**config.mk**
```make
export PLATFORM = sky130hd
export DESIGN_NAME = id_ex_stage
export DESIGN_NICKNAME = d
export VERILOG_FILES = /design/src/rtl/id_ex_stage.sv
export SDC_FILE = /design/constraint.sdc
export NUM_CORES = 1
export LEC_CHECK = 0
export CORE_MARGIN = 5
export CORE_UTILIZATION = 24
export DETAILED_ROUTE_END_ITERATION = 10
export GPL_TIMING_DRIVEN = 0
export SETUP_SLACK_MARGIN = 0.5
export SLEW_MARGIN = 20
export SYNTH_ARGS = -nofsm -noshare
export SYNTH_HDL_FRONTEND = slang
export SYNTH_SLANG_ARGS = --single-unit
```
**constraint.sdc**
```tcl
create_clock -name clk -period 2.2 [get_ports clk]
set_input_delay 0.33 -clock clk [delete_from_list [all_inputs] [get_ports clk]]
set_output_delay 0.33 -clock clk [all_outputs]
set_load 0.01 [all_outputs]
```
**src/rtl/id_ex_stage.sv**
```systemverilog
// id_ex_stage: ID/EX pipeline register with load-use hazard bubble, back-pressure hold and flush
module id_ex_stage #(
  parameter int XLEN  = 32,
  parameter int CNT_W = 16
) (
  input  logic             clk,
  input  logic             rst_n,
  input  logic [9:0]       control,
  input  logic             if_id_valid,
  input  logic [XLEN-1:0]  if_id_pc,
  input  logic [4:0]       rs1_addr,
  input  logic [4:0]       rs2_addr,
  input  logic [4:0]       rd_addr,
  input  logic [XLEN-1:0]  rs1_data,
  input  logic [XLEN-1:0]  rs2_data,
  input  logic [XLEN-1:0]  imm,
  input  logic             flush,
  input  logic             ex_ready,
  output logic             id_ex_valid,
  output logic             id_ex_regwrite,
  output logic             id_ex_alusrc,
  output logic             id_ex_memread,
  output logic             id_ex_memwrite,
  output logic             id_ex_branch,
  output logic             id_ex_memtoreg,
  output logic [3:0]       id_ex_alu_control,
  output logic [XLEN-1:0]  id_ex_pc,
  output logic [XLEN-1:0]  id_ex_rs1_data,
  output logic [XLEN-1:0]  id_ex_rs2_data,
  output logic [XLEN-1:0]  id_ex_imm,
  output logic [4:0]       id_ex_rs1,
  output logic [4:0]       id_ex_rs2,
  output logic [4:0]       id_ex_rd,
  output logic             id_ex_illegal,
  output logic             stall,
  output logic [CNT_W-1:0] bubble_cnt
);
  logic rs2_used, hazard, hold, memtoreg_s, unused_memtoreg_raw;
  assign unused_memtoreg_raw = control[0];
  // Hazard/hold detection; decoder memtoreg bit is rebuilt from regwrite/memread/branch so X never leaks
  always_comb begin
    memtoreg_s = control[9] & control[3] & ~control[1];
    rs2_used   = ~control[4] | control[2];
    hold       = id_ex_valid & ~ex_ready;
    hazard     = if_id_valid & id_ex_valid & id_ex_memread & ~id_ex_branch & (id_ex_rd != 5'd0) &
                 ((id_ex_rd == rs1_addr) | (rs2_used & (id_ex_rd == rs2_addr)));
    stall      = ~flush & (hold | hazard);
  end
  // Pipeline register: flush > hold > bubble > load
  always_ff @(posedge clk or negedge rst_n) begin
    if (!rst_n) begin
      id_ex_valid       <= 1'b0;
      id_ex_regwrite    <= 1'b0;
      id_ex_alusrc      <= 1'b0;
      id_ex_memread     <= 1'b0;
      id_ex_memwrite    <= 1'b0;
      id_ex_branch      <= 1'b0;
      id_ex_memtoreg    <= 1'b0;
      id_ex_alu_control <= 4'd0;
      id_ex_illegal     <= 1'b0;
      id_ex_pc          <= '0;
      id_ex_rs1_data    <= '0;
      id_ex_rs2_data    <= '0;
      id_ex_imm         <= '0;
      id_ex_rs1         <= 5'd0;
      id_ex_rs2         <= 5'd0;
      id_ex_rd          <= 5'd0;
      bubble_cnt        <= '0;
    end else if (flush || (!hold && hazard)) begin
      id_ex_valid       <= 1'b0;
      id_ex_regwrite    <= 1'b0;
      id_ex_alusrc      <= 1'b0;
      id_ex_memread     <= 1'b0;
      id_ex_memwrite    <= 1'b0;
      id_ex_branch      <= 1'b0;
      id_ex_memtoreg    <= 1'b0;
      id_ex_alu_control <= 4'd0;
      id_ex_illegal     <= 1'b0;
      bubble_cnt        <= flush ? bubble_cnt : bubble_cnt + CNT_W'(~&bubble_cnt);
    end else if (!hold) begin
      id_ex_valid       <= if_id_valid;
      id_ex_regwrite    <= if_id_valid & control[9];
      id_ex_alu_control <= if_id_valid ? control[8:5] : 4'd0;
      id_ex_alusrc      <= if_id_valid & control[4];
      id_ex_memread     <= if_id_valid & control[3];
      id_ex_memwrite    <= if_id_valid & control[2];
      id_ex_branch      <= if_id_valid & control[1];
      id_ex_memtoreg    <= if_id_valid & memtoreg_s;
      id_ex_illegal     <= if_id_valid & (control[8:5] == 4'b1111);
      id_ex_pc          <= if_id_pc;
      id_ex_rs1_data    <= rs1_data;
      id_ex_rs2_data    <= rs2_data;
      id_ex_imm         <= imm;
      id_ex_rs1         <= rs1_addr;
      id_ex_rs2         <= rs2_addr;
      id_ex_rd          <= rd_addr;
    end
  end
endmodule

```
==> results.py, run 1 <==
metrics = {
    "status": {
        "status": "finished, violations left",
        "violations": "negative setup slack",
    },
    "floorplanning": {
        "die_area_sq_mm": 0.0319,
        "dieWidth_microns": 179,
        "start_util_pct": 24.4,
        "dieHeight_microns": 179,
        "floorplan.rows": 61,
        "design.portCount": 330,
        "floorplan.core_area_sq_mm": 0.0279,
    },
    "sta": {
        "min_period_ns": 2.26,
        "worst_clock_skew_ns": 0.0184,
        "fin_tns_setup_ns": -0.510,
        "fin_hold_ws_ns": 0.479,
        "finalCritPeriodShare_pct": 103,
        "grt_setup_unrepaired": "yes",
        "clock.fmax_ghz": 0.442,
        "report.final.hold_viol_count": 0,
        "worst_slew_pin_slew_ns": 0.780,
        "worst_slack_ns": -0.0604,
        "finalSetupViolCount": 19,
        "slew_viol_final": 0,
        "worst_slew_margin_rel_pct": 47.8,
    },
    "global_routing": {
        "antenna_violations_before_repair": 0,
        "largest_net_degree_at_the_start_of_global_routing": 90,
        "global_route_wire_length_before_repair_microns": 33400,
        "grtUsageTotal_pct": 13.7,
        "grt_overflow": 0,
        "via_count_of_the_first_global_routing_pass": 5631,
    },
    "setup_path": {
        "critPathCaptureType": "register",
        "timing_worst_setup_path_type": "register to register",
        "worst_path_largest_cell_delay_ns": 0.46,
        "cp_slowest_cell": "dfrtp_2",
        "wp_buf_inv": 4,
        "critical_path_data_required_time_ns": 2.50,
        "worstPathMaxFanout": 5,
        "critical-path-top-cell-by-count": "buf_12",
        "crit_chain": "xnor2_2 > nand4_1 > o22ai_2 > buf_4 > a21oi_4 > buf_12 > buf_12 > bufbuf_16 > mux2_1",
        "family_with_the_most_delay_on_the_worst_path": "buffers and inverters",
        "startpoint_class": "register",
        "arrival_time_worst_endpoint_ns": 2.56,
    },
    "place": {
        "numPlacedInstances": 1154,
        "place.port_buffers": 327,
        "place_congestion": 0.760,
        "placement.setup.worst_slack_ns": -0.670,
        "placed_instance_area_sq_mm": 0.0106,
        "dp_hpwl_microns": 16200,
    },
    "detailed_routing": {
        "dr_total_vias": 5278,
        "detail_route.iter0.violations": 170,
        "wire_per_inst_microns": 18.3,
        "first_pass_iteration_count_of_the_detailed_router": 4,
        "antenna_violating_nets_post_route": 0,
        "drt_wl_total_microns": 22700,
        "drc_errors": 0,
        "vias_per_cell": 4.26,
    },
    "logic_synthesis": {
        "post_synth_xor_area_fraction_pct": 3.08,
        "synth_area_per_cell_sq_um": 15.2,
        "yosys_register_bits": 171,
        "yosys.area.top_type": "dfrtp_1",
        "postSynthNetCount": 609,
        "yosysUniqueCellTypes": 33,
        "largest_family_of_logic_cells_by_synthesized_area": "multiplexers",
        "muxShareOfSynthArea_pct": 24.0,
        "post_synth_fa_ha_maj_area_fraction_pct": 0.551,
        "postSynthCellCount": 448,
        "synth_area_leaders": "dfrtp_1 (63%), mux2_2 (12%), mux2_1 (12%)",
        "synth.yosys.seq_area_share_pct": 62.8,
        "syn_area_sq_mm": 0.00682,
        "synthesis.yosys.warnings": 0,
        "basic_gate_share_of_the_synthesized_area_counting_and_or_nand_and_nor_cells_pct": 5.07,
        "synth_compound_gate_area_share_pct": 2.35,
        "synthDominantCellAreaShare_pct": 62.8,
    },
    "cells_and_area": {
        "design.final.nets": 1010,
        "finalInstanceArea_sq_mm": 0.0124,
        "insertedDiodeCount": 0,
        "drive_above_1_share_pct": 25.3,
        "area.growth.synth_to_final_pct": 81.7,
        "instances_no_fill": 1240,
    },
    "power": {
        "internal_cell_power_uw": 6410,
        "vdd.ir_drop.worst_mv": 0.416,
        "net-switching-power_uw": 2310,
        "power.share.clock_pct": 34.4,
        "power_frac_comb_pct": 23.4,
        "sw_frac_of_total_pct": 26.5,
        "power.density_mw_per_mm2": 704,
        "seq_power_share_pct": 42.3,
        "p_leak_uw": 0.00582,
    },
    "hold_path": {
        "hold_class": "register to register",
    },
    "clocking": {
        "clock_tree.root_cell": "clkbuf_16",
        "cts_tree": "yes",
        "tritoncts_num_sinks": 171,
        "cts_inserted_buffers": 17,
        "cts_buffer_depth": 2,
        "clock_latency_ns": 0.42,
        "clk_pin_slew_worst_paths_ns": 0.07,
        "cts-htree-levels": 4,
    },
    "flow_run": {
        "cap_violations": 0,
    },
}
worst paths after layout:
kind                                                 from                             end  slack, ns  cells past startpoint
max in group asynchronous                           rst_n         id_ex_rd[4]$_DFFE_PN0P_       0.76                      3
min in group asynchronous                           rst_n   id_ex_rs1_data[5]$_DFFE_PN0P_       0.50                      2
setup / recovery                  id_ex_rd[4]$_DFFE_PN0P_   id_ex_rs1_data[7]$_DFFE_PN0P_      -0.06                      9
hold / removal             id_ex_rs2_data[27]$_DFFE_PN0P_  id_ex_rs2_data[27]$_DFFE_PN0P_       0.48                      1
setup reg to reg                  id_ex_rd[4]$_DFFE_PN0P_   id_ex_rs1_data[7]$_DFFE_PN0P_      -0.06                      9
hold reg to reg            id_ex_rs2_data[27]$_DFFE_PN0P_  id_ex_rs2_data[27]$_DFFE_PN0P_       0.48                      1
final cells by class:
type / count / area (sq um)
fill: 2630 / 15600
inverter: 1 / 3.75
clock inverter: 13 / 130
buffer: 20 / 327
timing repair buffer: 382 / 4170
tap: 378 / 473
multi-input combinational: 256 / 2540
clock buffer: 19 / 443
sequential: 171 / 4290
state kept, by name (all words and copies together), names as in the netlist, 4 cells and up:
name / cells
id_ex_rs2_data: 32
bubble_cnt: 16
id_ex_imm: 32
id_ex_rs2: 5
id_ex_pc: 32
id_ex_rs1: 5
id_ex_rs1_data: 32
id_ex_alu_control: 4
id_ex_rd: 5
layer usage:
metal,GRT usage (%),vias to the layer above,share of wire [%]
li1,-,2422,-
met3,6.10,18,11
met4,3.68,0,1.3
met5,0,-,0
met2,23.5,248,49
met1,15.5,2590,39
worst register-to-register path, delay by kind of cell (launching register included):
kind                   cells  cell delay [ns]
AND/OR/NAND/NOR            1             0.16
multiplexers               1             0.32
flip-flops                 1             0.46
XOR/XNOR                   1             0.17
AO/OA/AOI/OAI              2             0.31
buffers and inverters      4             0.73
cell usage in the layout (no fill, tap or decap), types with 7 or more instances in the layout:
cell             Yosys  layout
clkdlybuf4s50_1      0     228
dfrtp_1            171     160
mux2_2              75      75
mux2_1              70      70
dlymetal6s2s_1       0      67
buf_4                0      32
dlygate4sd2_1        0      27
clkbuf_16            0      17
xnor2_1             18      16
buf_12               0      15
nor2_1              12      11
buf_6                8      11
dfrtp_2              0      11
nand4_1             10      10
nand3_1              9       8
a32o_1               7       7
metrics by stage:
stage               utilization, %  power (uW)
global route                  44.3        9140
detailed placement            38.0        5640
finish                        44.3        8720
global placement              37.9        5620
CTS                           43.1        8920
floorplan                        -        4380
synthesized netlist by cell type:
| library cell | count |
|---|---|
| o22a_1 | 1 |
| nand4b_1 | 1 |
| a21oi_2 | 2 |
| nand3b_1 | 1 |
| a41o_1 | 1 |
| mux2_2 | 75 |
| nor2b_1 | 1 |
| nor3b_1 | 4 |
| buf_6 | 8 |
| a31o_2 | 2 |
| and3_1 | 2 |
| o21ai_1 | 1 |
| a32o_1 | 7 |
| dfrtp_1 | 171 |
| buf_2 | 9 |
| nor4b_1 | 1 |
| nor3_1 | 8 |
| nor2_1 | 12 |
| nand3_1 | 9 |
| inv_1 | 1 |
| clkbuf_1 | 3 |
| xor2_1 | 6 |
| nand4_1 | 10 |
| xnor2_1 | 18 |
| or2_2 | 1 |
| a22o_1 | 1 |
| nand2b_1 | 3 |
| mux2_1 | 70 |
| a21oi_1 | 2 |
| ha_1 | 3 |
| o22ai_2 | 1 |
| nor4_1 | 2 |
| nand2_1 | 11 |
kinds of logic after synthesis:
family                   Yosys count
flip-flops                       171
AO/OA/AOI/OAI                     18
buffers and inverters             21
XOR/XNOR                          24
adder cells (fa/ha/maj)            3
multiplexers                     145
AND/OR/NAND/NOR                   66
timing repair:
item / 4_1_cts / 5_1_grt
hold buffers: 1 / 0
buffers inserted: 28 / 13
endpoints found under the setup margin: 213 / 239
pin swaps: 12 / 6
endpoints found under the hold margin: 82 / 0
resized for setup: 109 / 83
gates cloned: 12 / 0
power by group through the flow:
stage	registers, uW	logic, uW	clock network, uW
finish	3680	2040	3000
global route	3740	2180	3230
CTS	3690	2110	3120
detailed placement	3750	1890	0
global placement	3740	1880	0
floorplan	3910	472	0
No activity file was read; power rests on OpenSTA's default activity.
==> run 2, diff against run 1 <==
- CTS_CLUSTER_DIAMETER: not set -> 150
- clock period: 2.2 -> 2.8 ns (I/O delays scaled with it)
==> results.py, run 2 (synthesis gave the netlist of run 1 again) <==
metrics = {
    "place": {
        "place.port_buffers": 327,
        "placed_instance_area_sq_mm": 0.0106,
        "place_congestion": 0.786,
        "dp_hpwl_microns": 15800,
    },
    "detailed_routing": {
        "drc_errors": 0,
        "vias_per_cell": 4.22,
        "first_pass_iteration_count_of_the_detailed_router": 5,
        "wire_per_inst_microns": 17.4,
        "detail_route.iter0.violations": 198,
        "drt_wl_total_microns": 20800,
        "met1Wirelength_microns": 8140,
        "antenna_violating_nets_post_route": 0,
        "routed-wl-met2_microns": 9860,
        "max_used_layer": "met4",
        "dr_total_vias": 5048,
        "wl_met3_microns": 2570,
    },
    "clocking": {
        "cts-htree-levels": 4,
        "clk_pin_slew_worst_paths_ns": 0.07,
        "cts_inserted_buffers": 17,
        "cts_tree": "yes",
        "cts_buffer_depth": 2,
        "clock_latency_ns": 0.42,
        "clock_tree.root_cell": "clkbuf_16",
        "tritoncts_num_sinks": 171,
    },
    "sta": {
        "report.final.hold_viol_count": 0,
        "worst_slew_pin_slew_ns": 0.674,
        "min_period_ns": 2.31,
        "finalSetupViolCount": 0,
        "grt_setup_unrepaired": "yes",
        "finalCritPeriodShare_pct": 82.5,
        "fin_tns_setup_ns": 0,
        "worst_slew_margin_rel_pct": 55.1,
        "fin_hold_ws_ns": 0.453,
        "clock.fmax_ghz": 0.433,
        "worst_clock_skew_ns": 0.0157,
        "slew_viol_final": 0,
    },
    "cells_and_area": {
        "insertedDiodeCount": 0,
        "design.final.nets": 967,
        "area.growth.synth_to_final_pct": 65.8,
        "layout_commonest_cell": "clkdlybuf4s50_1",
        "multi_input_comb_area_sq_mm": 0.00243,
        "finalInstanceArea_sq_mm": 0.0113,
        "drive_above_1_share_pct": 18.7,
        "layout.filler_cells": 2670,
        "mostFrequentLayoutCells": "clkdlybuf4s50_1 (322), dfrtp_1 (167), mux2_2 (75), mux2_1 (70), clkbuf_16 (17)",
        "sequential_cell_area_sq_mm": 0.00428,
    },
    "floorplanning": {
        "design.portCount": 330,
        "start_util_pct": 24.4,
        "floorplan.rows": 61,
        "floorplan.core_area_sq_mm": 0.0279,
        "die_area_sq_mm": 0.0319,
        "dieWidth_microns": 179,
        "dieHeight_microns": 179,
    },
    "setup_path": {
        "critical_path_data_required_time_ns": 2.38,
        "startpoint_class": "register",
        "timing_worst_setup_path_type": "register to output pin",
        "crit_chain": "xnor2_2 > nand4_1 > o22ai_2 > nand2_2 > buf_8 > a21oi_2 > buf_2",
        "family_with_the_most_delay_on_the_worst_path": "flip-flops",
        "critPathCaptureType": "output pin",
        "worstPathMaxFanout": 4,
        "worst_path_largest_cell_delay_ns": 0.45,
        "cp_slowest_cell": "dfrtp_2",
        "arrival_time_worst_endpoint_ns": 1.89,
        "wp_buf_inv": 2,
    },
    "status": {
        "status": "finished clean",
    },
    "power": {
        "p_leak_uw": 0.00458,
        "vdd.ir_drop.worst_mv": 0.411,
        "power.density_mw_per_mm2": 590,
    },
    "global_routing": {
        "grt_overflow": 0,
        "grtUsageTotal_pct": 12.8,
        "via_count_of_the_first_global_routing_pass": 5511,
        "largest_net_degree_at_the_start_of_global_routing": 88,
        "global_route_wire_length_before_repair_microns": 31900,
        "antenna_violations_before_repair": 0,
    },
    "flow_run": {
        "cap_violations": 0,
    },
    "hold_path": {
        "hold_class": "input port to register",
    },
}
[run 2: cell count changes in the layout (fill, tap and decap cells not counted), sizes merged]
| cell | change |
|---|---|
| bufbuf | -6 |
| clkinv | +1 |
| clkdlybuf4s15 | -1 |
| dlymetal6s2s | -67 |
| bufinv | -1 |
| buf | -39 |
| inv | -1 |
| clkdlybuf4s50 | +94 |
| dlygate4sd2 | -24 |
[run 2: layout make-up]
type | instances | share of cell area (%)
clock inverters | 12 | 0.963
repair buffers | 339 | 30.0
multi-input cells | 256 | 21.5
well taps | 378 | 4.19
plain buffers | 20 | 1.41
inverters | 1 | 0.0332
clock buffers | 19 | 3.92
flip-flops and latches | 171 | 37.9
[run 2: per-stage QoR]
stage | worst slack (ns) | util [%] | cells | total power (uW)
detailed placement | -0.334 | 37.9 | 1154 | 4440
global placement | -6.30 | 37.8 | 1153 | 4410
global route | 0.346 | 40.5 | 1196 | 7010
floorplan | 0.897 | - | 448 | 3440
finish | 0.491 | 40.5 | 1196 | 6670
CTS | 0.442 | 40.4 | 1196 | 6800
[run 2: power breakdown]
group          switching [uW]  total, uW  internal [uW]
Combinational             556       1490            933
Clock                    1090       2280           1190
Sequential                156       2900           2750
Total                    1800       6670           4870
[run 2: per-layer routing]
layer,vias to the layer above,global-route usage [%]
met5,-,0
met4,0,2.94
met3,11,6.63
met2,241,21.4
met1,2476,14.6
li1,2320,-
[run 2: what timing repair did]
item,4_1_cts,5_1_grt
buffers inserted,10,0
endpoints found under the setup margin,144,89
endpoints found under the hold margin,5,0
hold buffers,1,0
pin swaps,5,4
resized for setup,21,4
cloned,0,0
[run 2: final timing paths]
check	startpoint	endpoint	slack, ns	cells past startpoint
max	id_ex_rd[3]$_DFFE_PN0P_	stall	0.49	7
min	rs2_addr[3]	id_ex_rs2[3]$_DFFE_PN0P_	0.45	2
max reg2reg	bubble_cnt[4]$_DFFE_PN0P_	bubble_cnt[13]$_DFFE_PN0P_	0.58	9
min reg2reg	id_ex_rs2_data[26]$_DFFE_PN0P_	id_ex_rs2_data[26]$_DFFE_PN0P_	0.49	1
max in group asynchronous	rst_n	id_ex_rd[2]$_DFFE_PN0P_	1.29	3
min in group asynchronous	rst_n	id_ex_rs2_data[28]$_DFFE_PN0P_	0.58	2
==> run 3, diff against run 2 <==
- clock period: 2.8 -> 2.3 ns (I/O delays scaled with it)
==> results.py, run 3 (synthesis gave the netlist of run 1 again) <==
metrics = {
    "clocking": {
        "clock_tree.root_cell": "clkbuf_16",
        "cts_tree": "yes",
        "tritoncts_num_sinks": 171,
        "cts-htree-levels": 4,
        "clk_pin_slew_worst_paths_ns": 0.07,
        "cts_buffer_depth": 2,
        "cts_inserted_buffers": 17,
        "clock_latency_ns": 0.42,
    },
    "floorplanning": {
        "floorplan.rows": 61,
        "design.portCount": 330,
        "dieWidth_microns": 179,
        "floorplan.core_area_sq_mm": 0.0279,
        "die_area_sq_mm": 0.0319,
        "start_util_pct": 24.4,
        "dieHeight_microns": 179,
    },
    "hold_path": {
        "timing.hold.worst.start": "id_ex_imm[29]$_DFFE_PN0P_",
        "min_path_cells": 1,
        "hold_class": "register to register",
        "min_delay_worst_endpoint": "id_ex_imm[29]$_DFFE_PN0P_",
    },
    "place": {
        "place.port_buffers": 327,
        "numPlacedInstances": 1154,
        "dp_hpwl_microns": 16100,
        "place_congestion": 0.731,
    },
    "setup_path": {
        "rr_endpoint": "id_ex_imm[10]$_DFFE_PN0P_",
        "startpoint_class": "input port",
        "crit-reg2reg-launch": "id_ex_rd[3]$_DFFE_PN0P_",
        "wp_buf_inv": 3,
        "worstRegToRegCells": 10,
        "arrival_time_worst_endpoint_ns": 1.86,
        "worstPathMaxFanout": 2,
        "family_with_the_most_delay_on_the_worst_path": "buffers and inverters",
        "critPathCaptureType": "output pin",
        "worst_path_largest_cell_delay_ns": 0.53,
        "crit_chain": "clkdlybuf4s50_1 > xnor2_2 > nand4_1 > o22ai_2 > nand2_2 > buf_8 > a21oi_2 > buf_2",
        "regToRegSetupSlack_ns": 0.11,
        "cp_slowest_cell": "clkdlybuf4s50_1",
        "critical_path_data_required_time_ns": 1.96,
        "timing_worst_setup_path_type": "input port to output pin",
    },
    "global_routing": {
        "grt_overflow": 0,
        "antenna_violations_before_repair": 0,
        "via_count_of_the_first_global_routing_pass": 5508,
        "global_route_wire_length_before_repair_microns": 32400,
        "largest_net_degree_at_the_start_of_global_routing": 90,
        "grtUsageTotal_pct": 13.3,
    },
    "cells_and_area": {
        "area.growth.synth_to_final_pct": 80.8,
        "instances_no_fill": 1241,
        "layout_commonest_cell": "clkdlybuf4s50_1",
        "design.final.nets": 1011,
        "mostFrequentLayoutCells": "clkdlybuf4s50_1 (315), dfrtp_1 (158), mux2_2 (75), mux2_1 (60), clkbuf_16 (31)",
        "drive_above_1_share_pct": 26.2,
        "insertedDiodeCount": 0,
        "layout.filler_cells": 2590,
    },
    "flow_run": {
        "cap_violations": 0,
    },
    "sta": {
        "worst_slew_pin_slew_ns": 0.761,
        "grt_setup_unrepaired": "yes",
        "finalCritPeriodShare_pct": 95.7,
        "worst_slew_margin_rel_pct": 49.0,
        "report.final.hold_viol_count": 0,
        "slew_viol_final": 0,
        "worst_clock_skew_ns": 0.0181,
        "min_period_ns": 2.20,
        "clock.fmax_ghz": 0.454,
        "fin_tns_setup_ns": 0,
        "finalSetupViolCount": 0,
    },
    "detailed_routing": {
        "first_pass_iteration_count_of_the_detailed_router": 4,
        "antenna_violating_nets_post_route": 0,
        "dr_total_vias": 5284,
        "drt_wl_total_microns": 23000,
        "wire_per_inst_microns": 18.5,
        "vias_per_cell": 4.26,
        "drc_errors": 0,
        "detail_route.iter0.violations": 185,
    },
    "power": {
        "vdd.ir_drop.worst_mv": 0.327,
        "p_leak_uw": 0.00517,
        "power.density_mw_per_mm2": 678,
        "finalPower_uw": 8360,
    },
    "status": {
        "status": "finished clean",
    },
}
-- run 3: changes by cell type in the layout (fill, tap and decap cells not counted), moves of 10 or more --
cell	change
clkbuf_16	+14
buf_12	+12
dlymetal6s2s_1	+10
mux2_1	-10
buf_4	+20
mux2_4	+10
-- run 3: stage by stage --
stage / setup WS (ns) / hold WS [ns] / area (sq um) / utilization [%]
after floorplan: 0.487 / 0.0494 / 6860 / -
after global placement: -7.46 / 0.466 / 10600 / 38.0
after detailed placement: -0.628 / 0.384 / 10600 / 38.1
after CTS: 0.00704 / 0.489 / 11600 / 41.4
after global routing: 0.00407 / 0.503 / 12300 / 44.1
final: 0.0979 / 0.484 / 12300 / 44.1
-- run 3: cell type report --
| type | instances | area, sq um | share of cell area, % |
|---|---|---|---|
| plain buffers | 20 | 335 | 2.72 |
| clock buffers | 20 | 437 | 3.54 |
| clock inverters | 12 | 109 | 0.884 |
| inverters | 1 | 3.75 | 0.0305 |
| multi-input cells | 256 | 2550 | 20.7 |
| flip-flops and latches | 171 | 4300 | 34.9 |
| well taps | 378 | 473 | 3.84 |
| repair buffers | 383 | 4110 | 33.4 |
-- run 3: worst register-to-register path, delay by kind of cell (launching register included) --
family | cells | cell delay, ns
compound gates | 2 | 0.27
flops | 1 | 0.42
xor+xnor | 1 | 0.13
simple gates | 1 | 0.10
mux | 1 | 0.32
buf+inv | 5 | 0.85
-- run 3: layer usage --
metal  global-route usage [%]  up-vias  share of wire [%]
met5                        0        -                  0
met1                     16.1     2616                 40
met2                     21.6      229                 48
li1                         -     2424                  -
met3                     5.62       15                 10
met4                     3.68        0                1.5
-- run 3: how the worst max path moves through the flow --
stage	startpoint	to	depth (start not counted)
2_1_floorplan	id_ex_rd[0]$_DFFE_PN0P_	id_ex_imm[10]$_DFFE_PN0P_	7
3_3_place_gp	rst_n	id_ex_rd[2]$_DFFE_PN0P_	1
3_5_place_dp	rs2_addr[2]	stall	8
4_1_cts	id_ex_rd[4]$_DFFE_PN0P_	stall	7
5_1_grt	id_ex_rd[2]$_DFFE_PN0P_	stall	7
6_report	rs2_addr[2]	stall	8
-- run 3: where the power goes --
part	internal [uW]	switching, uW
clock network	1420	1340
registers	3350	178
logic	1330	743
-- run 3: repair_timing --
action / CTS / global route
setup buffers: 14 / 23
pin swaps: 8 / 19
gates resized for setup: 48 / 67
gates cloned: 3 / 14
hold buffers: 1 / 0
hold endpoints to repair: 82 / 0
setup endpoints to repair: 170 / 185
